==> src/rtl/a2d_sweep_seq_pkg.sv <==
// Shared types and constants for the A2D channel sweep sequencer.
package a2d_sweep_seq_pkg;

  typedef enum logic [2:0] {
    IDLE  = 3'd0,
    SEND1 = 3'd1,
    WAIT1 = 3'd2,
    SEND2 = 3'd3,
    WAIT2 = 3'd4,
    NEXT  = 3'd5
  } state_e;

  localparam int CMD_W      = 16;
  localparam int CMD_CH_LSB = 11;
  localparam int CH_W       = 3;
  localparam int RES_W      = 12;
  localparam int TMO_W      = 12;

  localparam logic [CH_W-1:0]  CH0_DEF = 3'd0;
  localparam logic [CH_W-1:0]  CH1_DEF = 3'd4;
  localparam logic [CH_W-1:0]  CH2_DEF = 3'd5;
  localparam logic [CH_W-1:0]  CH3_DEF = 3'd6;
  localparam logic [TMO_W-1:0] TMO_DEF = 12'd2048;

  function automatic logic [CMD_W-1:0] chan_cmd(input logic [CH_W-1:0] ch);
    logic [CMD_W-1:0] c;
    c = '0;
    c[CMD_CH_LSB +: CH_W] = ch;
    return c;
  endfunction

endpackage

==> src/rtl/a2d_sweep_seq_tmo_cnt.sv <==
// Wait-state timeout counter: cleared before each wait, counts while enabled,
// holds at the terminal count TMO-1.
module a2d_sweep_seq_tmo_cnt
  import a2d_sweep_seq_pkg::*;
#(
  parameter logic [TMO_W-1:0] TMO = TMO_DEF
) (
  input  logic clk,
  input  logic rst_n,
  input  logic clr_i,
  input  logic en_i,
  output logic tc_o
);

  logic [TMO_W-1:0] cnt_q, cnt_d;

  assign tc_o = (cnt_q == TMO - 12'd1);

  always_comb begin
    cnt_d = cnt_q;
    if (clr_i)
      cnt_d = '0;
    else if (en_i && !tc_o)
      cnt_d = cnt_q + 12'd1;
  end

  always_ff @(posedge clk or negedge rst_n) begin
    if (!rst_n) cnt_q <= '0;
    else        cnt_q <= cnt_d;
  end

endmodule

==> src/rtl/a2d_sweep_seq.sv <==
// Sweeps four A2D channels over SPI; each channel is read twice and only the
// second response is kept.
//   state | meaning
//   IDLE  | waiting for nxt
//   SEND1 | wrt pulse, first (discarded) transaction
//   WAIT1 | wait for done of the first transaction
//   SEND2 | wrt pulse, same cmd, result transaction
//   WAIT2 | wait for done, capture rd_data[11:0]
//   NEXT  | advance channel index or finish sweep
module a2d_sweep_seq
  import a2d_sweep_seq_pkg::*;
#(
  parameter logic [CH_W-1:0]  CH0 = CH0_DEF,
  parameter logic [CH_W-1:0]  CH1 = CH1_DEF,
  parameter logic [CH_W-1:0]  CH2 = CH2_DEF,
  parameter logic [CH_W-1:0]  CH3 = CH3_DEF,
  parameter logic [TMO_W-1:0] TMO = TMO_DEF
) (
  input  logic             clk,
  input  logic             rst_n,
  input  logic             nxt,
  output logic             wrt,
  output logic [CMD_W-1:0] cmd,
  input  logic             done,
  input  logic [CMD_W-1:0] rd_data,
  output logic [RES_W-1:0] lft_ld,
  output logic [RES_W-1:0] rght_ld,
  output logic [RES_W-1:0] steer_pot,
  output logic [RES_W-1:0] batt,
  output logic             busy,
  output logic             swp_rdy,
  output logic             err
);

  state_e           state_q, state_d;
  logic [1:0]       idx_q, idx_d;
  logic [CMD_W-1:0] cmd_q, cmd_d;
  logic             err_q, err_d;
  logic [RES_W-1:0] res_q [4];
  logic             cap, tmo_clr, tmo_en, tmo_tc;
  logic             unused_rd_hi;

  assign unused_rd_hi = ^rd_data[CMD_W-1:RES_W];

  function automatic logic [CH_W-1:0] chan_of(input logic [1:0] i);
    case (i)
      2'd0:    return CH0;
      2'd1:    return CH1;
      2'd2:    return CH2;
      default: return CH3;
    endcase
  endfunction

  a2d_sweep_seq_tmo_cnt #(.TMO(TMO)) tmo_cnt (
    .clk   (clk),
    .rst_n (rst_n),
    .clr_i (tmo_clr),
    .en_i  (tmo_en),
    .tc_o  (tmo_tc)
  );

  always_comb begin
    state_d = state_q;
    idx_d   = idx_q;
    cmd_d   = cmd_q;
    err_d   = err_q;
    cap     = 1'b0;
    tmo_clr = 1'b0;
    tmo_en  = 1'b0;
    case (state_q)
      IDLE: if (nxt) begin
        idx_d   = 2'd0;
        err_d   = 1'b0;
        cmd_d   = chan_cmd(chan_of(2'd0));
        state_d = SEND1;
      end
      SEND1: begin
        tmo_clr = 1'b1;
        state_d = WAIT1;
      end
      WAIT1: begin
        tmo_en = 1'b1;
        // done wins over a timeout landing in the same cycle
        if (done)        state_d = SEND2;
        else if (tmo_tc) begin err_d = 1'b1; state_d = IDLE; end
      end
      SEND2: begin
        tmo_clr = 1'b1;
        state_d = WAIT2;
      end
      WAIT2: begin
        tmo_en = 1'b1;
        if (done)        begin cap = 1'b1; state_d = NEXT; end
        else if (tmo_tc) begin err_d = 1'b1; state_d = IDLE; end
      end
      NEXT: begin
        idx_d = idx_q + 2'd1;
        if (idx_q == 2'd3) state_d = IDLE;
        else begin
          cmd_d   = chan_cmd(chan_of(idx_q + 2'd1));
          state_d = SEND1;
        end
      end
      default: state_d = IDLE;
    endcase
  end

  always_ff @(posedge clk or negedge rst_n) begin
    if (!rst_n) begin
      state_q <= IDLE;
      idx_q   <= 2'd0;
      cmd_q   <= '0;
      err_q   <= 1'b0;
    end else begin
      state_q <= state_d;
      idx_q   <= idx_d;
      cmd_q   <= cmd_d;
      err_q   <= err_d;
    end
  end

  always_ff @(posedge clk or negedge rst_n) begin
    if (!rst_n) begin
      for (int i = 0; i < 4; i++) res_q[i] <= '0;
    end else begin
      for (int i = 0; i < 4; i++)
        if (cap && (idx_q == 2'(i))) res_q[i] <= rd_data[RES_W-1:0];
    end
  end

  assign wrt       = (state_q == SEND1) || (state_q == SEND2);
  assign cmd       = cmd_q;
  assign busy      = (state_q != IDLE);
  assign swp_rdy   = (state_q == NEXT) && (idx_q == 2'd3);
  assign err       = err_q;
  assign lft_ld    = res_q[0];
  assign rght_ld   = res_q[1];
  assign steer_pot = res_q[2];
  assign batt      = res_q[3];

endmodule

==> config.mk <==
export PLATFORM = sky130hd
export DESIGN_NAME = a2d_sweep_seq
export DESIGN_NICKNAME = d
export VERILOG_FILES = /design/src/rtl/a2d_sweep_seq_pkg.sv /design/src/rtl/a2d_sweep_seq_tmo_cnt.sv /design/src/rtl/a2d_sweep_seq.sv
export SDC_FILE = /design/constraint.sdc
export NUM_CORES = 1
export LEC_CHECK = 0
export CAP_MARGIN = 10
export CORE_MARGIN = 2
export CORE_UTILIZATION = 51
export CTS_CLUSTER_SIZE = 10
export DETAILED_ROUTE_END_ITERATION = 12
export MAX_ROUTING_LAYER = met4
export PLACE_DENSITY = 0.85
export SYNTH_ARGS = -nofsm -noshare
export SYNTH_HDL_FRONTEND = slang
export SYNTH_SLANG_ARGS = --single-unit
==> constraint.sdc <==
create_clock -name clk -period 2.34 [get_ports clk]
set_clock_uncertainty 0.05 [all_clocks]
set_input_delay 0.351 -clock clk [delete_from_list [all_inputs] [get_ports clk]]
set_output_delay 0.351 -clock clk [all_outputs]
set_load 0.05 [all_outputs]
## Yosys cells after proc, flatten, opt, wreduce, memory -nomap -nowiden

Cells that the tools add are included.
Widths: inputs -> output; s select.

| word-level totals | value |
|---|---|
| output and inout port bits | 68 |
| bits in registers | 82 |

| operators by class | value |
|---|---|
| multiplexer cells | 22 |
| add/subtract/negate cells | 2 |
| reduce and logical (&&, ||, !) cells | 20 |
| equality and inequality tests | 15 |

Operators by type and width:

| cell | number |
|---|---|
| $mux 16 | 2 |
| $pmux 16 s2 | 1 |
| $mux 12 | 2 |
| $pmux 3 s6 | 1 |
| $add 12x1->12 const B | 1 |
| $eq 12x11->1 const B | 1 |
| $mux 3 | 4 |
| $pmux 3 s3 | 1 |
| $mux 1 | 8 |
| $eq 2x2->1 const B | 3 |
| $eq 3x2->1 const B | 2 |
| $eq 3x3->1 const B | 2 |
| $logic_and 1x1->1 | 6 |
| $ne 2x2->1 const B | 3 |
| $reduce_bool 2->1 | 3 |
| $eq 2x1->1 const B | 2 |
| $logic_not 2->1 | 2 |
| $pmux 2 s2 | 1 |
| $reduce_and 4->1 | 1 |
| $reduce_or 2->1 | 2 |
| $eq 3x1->1 const B | 1 |
| $logic_not 3->1 | 1 |
| $reduce_and 3->1 | 1 |
| $reduce_bool 3->1 | 1 |
| other kinds (7) | 7 |

## Longest topological paths before layout

Gate-level depths: netlist of run 1.

| depth | value |
|---|---|
| depth after elaboration | 6 |
| depth in mapped cells | 6 |

## Hierarchy

From an unflattened synthesis of run 1, not the netlist that was laid out.

| second synthesis, totals | value |
|---|---|
| cell total of the unflattened synthesis | 250 |
| area total of the unflattened synthesis | 3163.0 sq um |

By module, submodules not included:

| module | cells each | area each (sq um) | seq. area each (sq um) | times used |
|---|---|---|---|---|
| a2d_sweep_seq | 185 | 2506.2 | 1426.4 | 1 |
| a2d_sweep_seq_tmo_cnt | 65 | 656.9 | 300.3 | 1 |

## Worst setup path before layout of run 1

No wires, ideal clock.

| timing path | value |
|---|---|
| kind | reg-to-reg |
| start point | reg state_q[2] |
| end point | reg tmo_cnt.cnt_q[8] |
| clock period less this slack | 1.648 ns |
| cell stages (with the launch flop) | 7 |
| path buffers | 2 |
| required time | 2.225 ns |
| data arrival time | 1.533 ns |
| library setup time | 0.065 ns |
| slack | 0.692 ns |
| cells stage by stage | dfrtp_1 > buf_2 > nand2b_1 > buf_2 > clkinv_1 > nor2_1 > a31o_2 |

| on the way | value |
|---|---|
| word-level cells in the longest chain between the ends | 5 |
| elaborated cells between the ends (all ways) | 11 |

RTL lines:

| item | line | source |
|---|---|---|
| start, declared | a2d_sweep_seq.sv:35 | `state_e state_q, state_d;` |
| start signal, assigned | a2d_sweep_seq.sv:115 | `state_q <= state_d;` |
| $eq 3x3->1 / $eq 3x2->1 (equally long branches) | a2d_sweep_seq.sv:70 | `case (state_q)` |
| $reduce_or 2->1 (no line) | -- |  |
| $mux 1 | a2d_sweep_seq.sv:70 |  |
| $logic_and 1x1->1 | a2d_sweep_seq_tmo_cnt.sv:23 | `else if (en_i && !tc_o)` |
| $reduce_bool 2->1 (no line) | -- |  |
| end signal, assigned | a2d_sweep_seq_tmo_cnt.sv:29 | `else cnt_q <= cnt_d;` |
| end, declared | a2d_sweep_seq_tmo_cnt.sv:15 | `logic [TMO_W-1:0] cnt_q, cnt_d;` |

Several ways; a longest one is shown, not always the timed one.
A chain may end at the register's enable or synchronous reset.

## Worst setup path after layout of run 1

| timing path | value |
|---|---|
| start point | reg state_q[2] |
| end point | out wrt |

| on the way | value |
|---|---|
| word-level cells in the longest chain between the ends | 2 |
| elaborated cells between the ends (all ways) | 3 |

RTL lines:

| item | line | source |
|---|---|---|
| $eq 3x1->1 / $eq 3x2->1 (equally long branches) | a2d_sweep_seq.sv:131 | `assign wrt = (state_q == SEND1) \|\| (state_q == SEND2);` |
| $logic_or 1x1->1 * | a2d_sweep_seq.sv:131 |  |
| end, declared | a2d_sweep_seq.sv:22 | `output logic wrt,` |

Mark *: on every way between the ends. The rest lies on a longest branch, timed or not.

==> results.md, run 1 <==
- WL met1: 2.92 mm
- Core box area: 5890 sq um
- Die area: 6730 sq um
- Final worst setup slack: 287 ps
- Gr ovfl total: 0
- Overall power: 0.00575 W
- Reg clk slew, reported paths: 80 ps
- Synth top area cells: dfrtp_1 (56%), mux2_2 (17%), buf_4 (4.4%)
- Worst slew margin: 65.2%
- Fmax: 487 MHz
- First-pass GRT wire length: 10.2 mm
- Mapped Area: 3110 sq um
- WL final: 6.20 mm
- Drt drc: 0
- Pre-CTS WS: 399 ps
- Worst EP required: 1940 ps
- Minimum clock period: 2050 ps
- Clock Tree Buf Depth: 2
- Slowest cell delay on critical path: 530 ps
- TNS Setup: 0 ps
- Ys async rst share: 100%
- Startpoint Class: register
- CTS H-tree depth: 3
- Site Rows: 28
- CTS root buf: clkbuf_8
- Final hold vios: 0
- CTS tree: yes
- Maxcap violations: 0
- Clock Latency Late Sink: 340 ps
- CTS Sinks: 69
- Count of cell types in the netlist: 40
- Max FO, Critical Path: 10
- Average size of a mapped cell: 12.5 sq um
- Synth Flop Type: dfrtp_1
- Power Dens Cells: 1410 nW/um^2
- LEAKAGE: 1.93 nW
- Metal3 WL: 352 microns
- TritonCTS Buffers: 9
- Placed wire-length estimate: 4.44 mm
- DRT antenna net count: 0
- Period Utilization, post-route: 87.7%
- Port Buffers: 70
- Multi-input logic area: 1250 sq um
- Tot GR Track Use: 21.0%
- Vias per inst: 5.24
- Slew Limit Fails: 0
- Reg2Reg Setup Slack: 570 ps
- Layout cells sized above 1: 23.7%
- ANT cells: 0
- Largest net degree at the start of global routing: 33
- IR drop worst, VDD: 0.975 mV
- Critical-path cell list: nand2b_1 -> clkinv_1 -> buf_4
- Initial core utilization: 52.8%
- Register area share after synthesis: 55.6%
- Synth Register Bits: 69
- Reg area: 1730 sq um
- I/O Pins: 88
- Initial antenna violation count: 0
- Post-CTS setup-driven buffer insertion count: 0
- Worst Tran Pin Value: 520 ps
- EDFF count, synth: 0
- Fill cells: 408
- R2R cell count: 5
- Gpl congestion: 0.840
- Run status: finished clean
- RSZ-0062 raised after global routing: no
- Hold Crit Class: in2async
- DR top layer: met4
- CP arrival: 1650 ps
- Crit path capture type: output pin
- Per-cell routed wire length: 15.2 microns
- Met2 wire len: 2.84 mm
- Die Y: 82.0 microns
- Layout area overhead: 31.3%
- Fin nets: 356
- Synth warn: 0
- Die X: 82.0 microns
- Cell count after synthesis: 248
- Worst setup path class: reg2out
- Initial drt markers: 106
- Largest area contributor in the netlist: dfrtp_1
- Vias in the first global route: 2150
- Endpoints failing setup: 0
- CP max-delay cell: dfrtp_1
- WHS: 420 ps
- Drt first pass iters: 4
- Total number of vias: 2143
- Post-synth top area share: 55.6%
- Finished Core Util: 69.3%
-- per-layer routing --
metal,GRT usage [%],up-vias
met1,28.2,1040
met2,31.4,75
met4,8.83,0
met3,4.29,9
li1,-,1019
met5,-,-
-- report_power, final --
part           switching, W  total (W)  internal (W)
combinational       0.00186    0.00286       0.00101
clock              0.000447    0.00105      0.000600
sequential         0.000254    0.00184       0.00158
-- timing repair --
action | 4_1_cts | 5_1_grt
hold endpoints to repair | 16 | 0
hold buffers | 1 | 0
setup endpoints to repair | 0 | 1
resized for setup | 0 | 1
-- layout by cell type (no fill, tap or decap), drive strengths merged, types with 3 or more instances in the layout --
cell type	instances
dfrtp	69
clkdlybuf4s50	66
mux2	48
nand2	20
conb	13
buf	11
clkbuf	10
nor2	9
nand3	8
a21oi	7
o21ai	7
ha	7
nor3	6
and3	5
clkinv	5
inv	4
and4	4
mux2i	4
nand2b	3
o22a	3
nand4	3
-- state kept, by name, indices dropped and copies added (netlist names) --
name	count
batt	12
cmd	3
err	1
idx_q	2
lft_ld	12
rght_ld	12
state_q	3
steer_pot	12
tmo_cnt.cnt_q	12
-- area by class of cell --
class	count	share of cell area (%)
clock buffers	10	3.13
clock inverters	6	2.15
inverters	5	0.460
multi-input cells	165	30.6
flip-flops and latches	69	42.3
well taps	75	2.30
repair buffers	79	19.0
-- cells by family after synthesis --
family                   share of synthesized area (%)
buffers and inverters                             5.64
flip-flops                                        55.6
AND/OR/NAND/NOR                                   11.3
multiplexers                                      18.7
AO/OA/AOI/OAI                                     5.24
adder cells (fa/ha/maj)                           2.82
other                                            0.121
XOR/XNOR                                         0.564
-- synth_stat cells (2+ instances only) --
cell      count
nand3_1       8
o21ai_0       7
buf_4        18
a31o_2        2
and4_1        4
mux2i_1       4
dfrtp_1      69
nand2_1      20
and3_1        4
buf_2         2
nor3_1        5
mux2_2       48
ha_1          7
o22a_1        3
nor2_1        9
nand4_1       3
a21oi_1       7
nand2b_1      3
inv_1         4
-- final timing paths --
path | startpoint | end
max in group asynchronous | rst_n | tmo_cnt.cnt_q[10]
min in group clk | cmd[13] | cmd[13]
max | state_q[2] | wrt
max reg2reg | tmo_cnt.cnt_q[0] | tmo_cnt.cnt_q[2]
min reg2reg | cmd[13] | cmd[13]
min | rst_n | steer_pot[2]
-- stage by stage --
stage               cell area (sq um)  std cells
floorplan                        3150        260
CTS                              4080        409
global placement                 3850        392
global route                     4080        409
finish                           4080        409
detailed placement               3850        392
-- worst max-delay path: cells and delay by family (launching register included) --
family        cells  cell delay, ps
buf+inv           2             380
simple gates      1             400
flops             1             530
(Power assumes the default switching activity.)
==> inputs of run 2 (changes only) <==
Settings changed: CORE_UTILIZATION 51 to 43, PLACE_DENSITY 0.85 to 0.76.
Clock period 2.34 ns to 1.8 ns, I/O delays scaled along.
==> results.md, run 2 (same netlist as run 1, synthesis figures left out) <==
- Run status: finished clean
- Worst slew margin: 60.8%
- Commonest cells after routing, fill and taps aside: dfrtp_1 (68), mux2_2 (48), buf_4 (43)
- Site Rows: 30
- Gr ovfl total: 0
- LEAKAGE: 2.11 nW
- Vias per inst: 5.06
- Max FO, Critical Path: 8
- Drt drc: 0
- Final instance area: 4130 sq um
- First-pass GRT wire length: 10.3 mm
- Power Dens Cells: 1770 nW/um^2
- TritonCTS Buffers: 9
- Worst EP required: 1480 ps
- Met2 Usage GRT: 28.5%
- Final std cells w/o fill: 435
- Fin nets: 361
- Tot GR Track Use: 17.7%
- ANT cells: 0
- Placed wire-length estimate: 4.54 mm
- Total number of vias: 2201
- Drt first pass iters: 4
- Vias in the first global route: 2180
- Slew Limit Fails: 0
- Critical-path cell list: buf_6 -> nand2_2 -> nor2_4 -> and2_4 -> buf_12
- Largest net degree at the start of global routing: 27
- CTS H-tree depth: 3
- Overall power: 0.00731 W
- Fmax: 585 MHz
- CP max-delay cell: dfrtp_1
- Worst r2r dst: tmo_cnt.cnt_q[2]
- Final hold vios: 0
- Worst Tran Pin Value: 587 ps
- Worst setup path class: reg2out
- R2r startpoint: tmo_cnt.cnt_q[0]
- Maxcap violations: 0
- Slowest cell delay on critical path: 370 ps
- Commonest non-fill, non-tap cell in the layout: dfrtp_1
- Initial core utilization: 45.0%
- DRT antenna net count: 0
- Initial drt markers: 50
- Core box area: 6910 sq um
- Endpoints failing setup: 0
- M1 GR Usage: 21.9%
- CTS tree: yes
- Per-cell routed wire length: 14.4 microns
- RSZ-0062 raised after global routing: no
- Area after DPL: 3910 sq um
- Minimum clock period: 1710 ps
- CTS root buf: clkbuf_8
- I/O Pins: 88
- Port Buffers: 70
- Layout area overhead: 33.1%
- Fill cells: 598
- Clock Latency Late Sink: 340 ps
- R2R cell count: 5
- Reg clk slew, reported paths: 80 ps
- Die area: 7920 sq um
- CP arrival: 1390 ps
- Initial antenna violation count: 0
- Inst Count DP: 418
- Startpoint Class: register
- CTS Sinks: 69
- Die Y: 89.0 microns
- Layout cells sized above 1: 37.5%
- Finished Core Util: 59.8%
- WHS: 405 ps
- Busiest layer in global routing: met2
- Gpl congestion: 0.823
- WP buf/inv: 2
- Largest delay share family, worst path: simple AND/OR/NAND/NOR gates
- Die X: 89.0 microns
- IR drop worst, VDD: 0.964 mV
- Hold Crit Class: in2async
- Period Utilization, post-route: 95.0%
- Reg2Reg Setup Slack: 100 ps
- Crit path capture type: output pin
- Grt met3 use: 4.06%
- WL final: 6.26 mm
- Clock Tree Buf Depth: 2
## run 2: stage by stage
stage               setup WS [ps]  TNS (ps)
floorplan                     152         0
detailed placement           80.7         0
CTS                         -42.4     -42.4
finish                       89.7         0
global placement             85.3         0
global route                 8.99         0
## run 2: final cells by class
cell class	instances	area, sq um	area share, %
flip-flops and latches	69	1730	41.8
multi-input cells	165	1270	30.6
repair buffers	84	790	19.1
clock buffers	11	151	3.66
well taps	96	120	2.91
clock inverters	5	58.8	1.42
inverters	5	18.8	0.454
## run 2: worst max-delay path by stage
stage,start,to,cells after the start
after floorplan,state_q[2],tmo_cnt.cnt_q[8],6
after global placement,done,rght_ld[7],5
after detailed placement,done,batt[7],5
after CTS,state_q[0],swp_rdy,5
after global routing,state_q[0],swp_rdy,5
final,state_q[0],swp_rdy,5
## run 2: repair_timing
action	CTS	global route
gates cloned	0	0
setup endpoints to repair	17	5
resized for setup	18	5
buffers inserted	0	0
pin swaps	0	1
hold buffers	1	0
endpoints found under the hold margin	21	0
## run 2: layer usage
metal | share of wire (%) | vias to the layer above
met4 | 1.5 | 0
met1 | 44 | 1083
li1 | - | 1032
met2 | 49 | 76
met5 | 0 | -
met3 | 6.1 | 10
## run 2: worst register-to-register path, cell delays in order, from the launching register on
cell and delay, ps:
dfrtp_1 410, ha_1 230, nand3_2 130, or3_4 440
and4_1 210, nor3_1 150
## run 2: power breakdown
part | switching (W) | internal (W)
logic | 0.00245 | 0.00120
clock network | 0.000585 | 0.000715
registers | 0.000309 | 0.00206
total | 0.00335 | 0.00397
==> inputs of run 3 (changes only) <==
Settings changed: TNS_END_PERCENT set to 5.
==> results of run 3 <==
The final DEF is identical to that of run 2; final timing and power are the same.
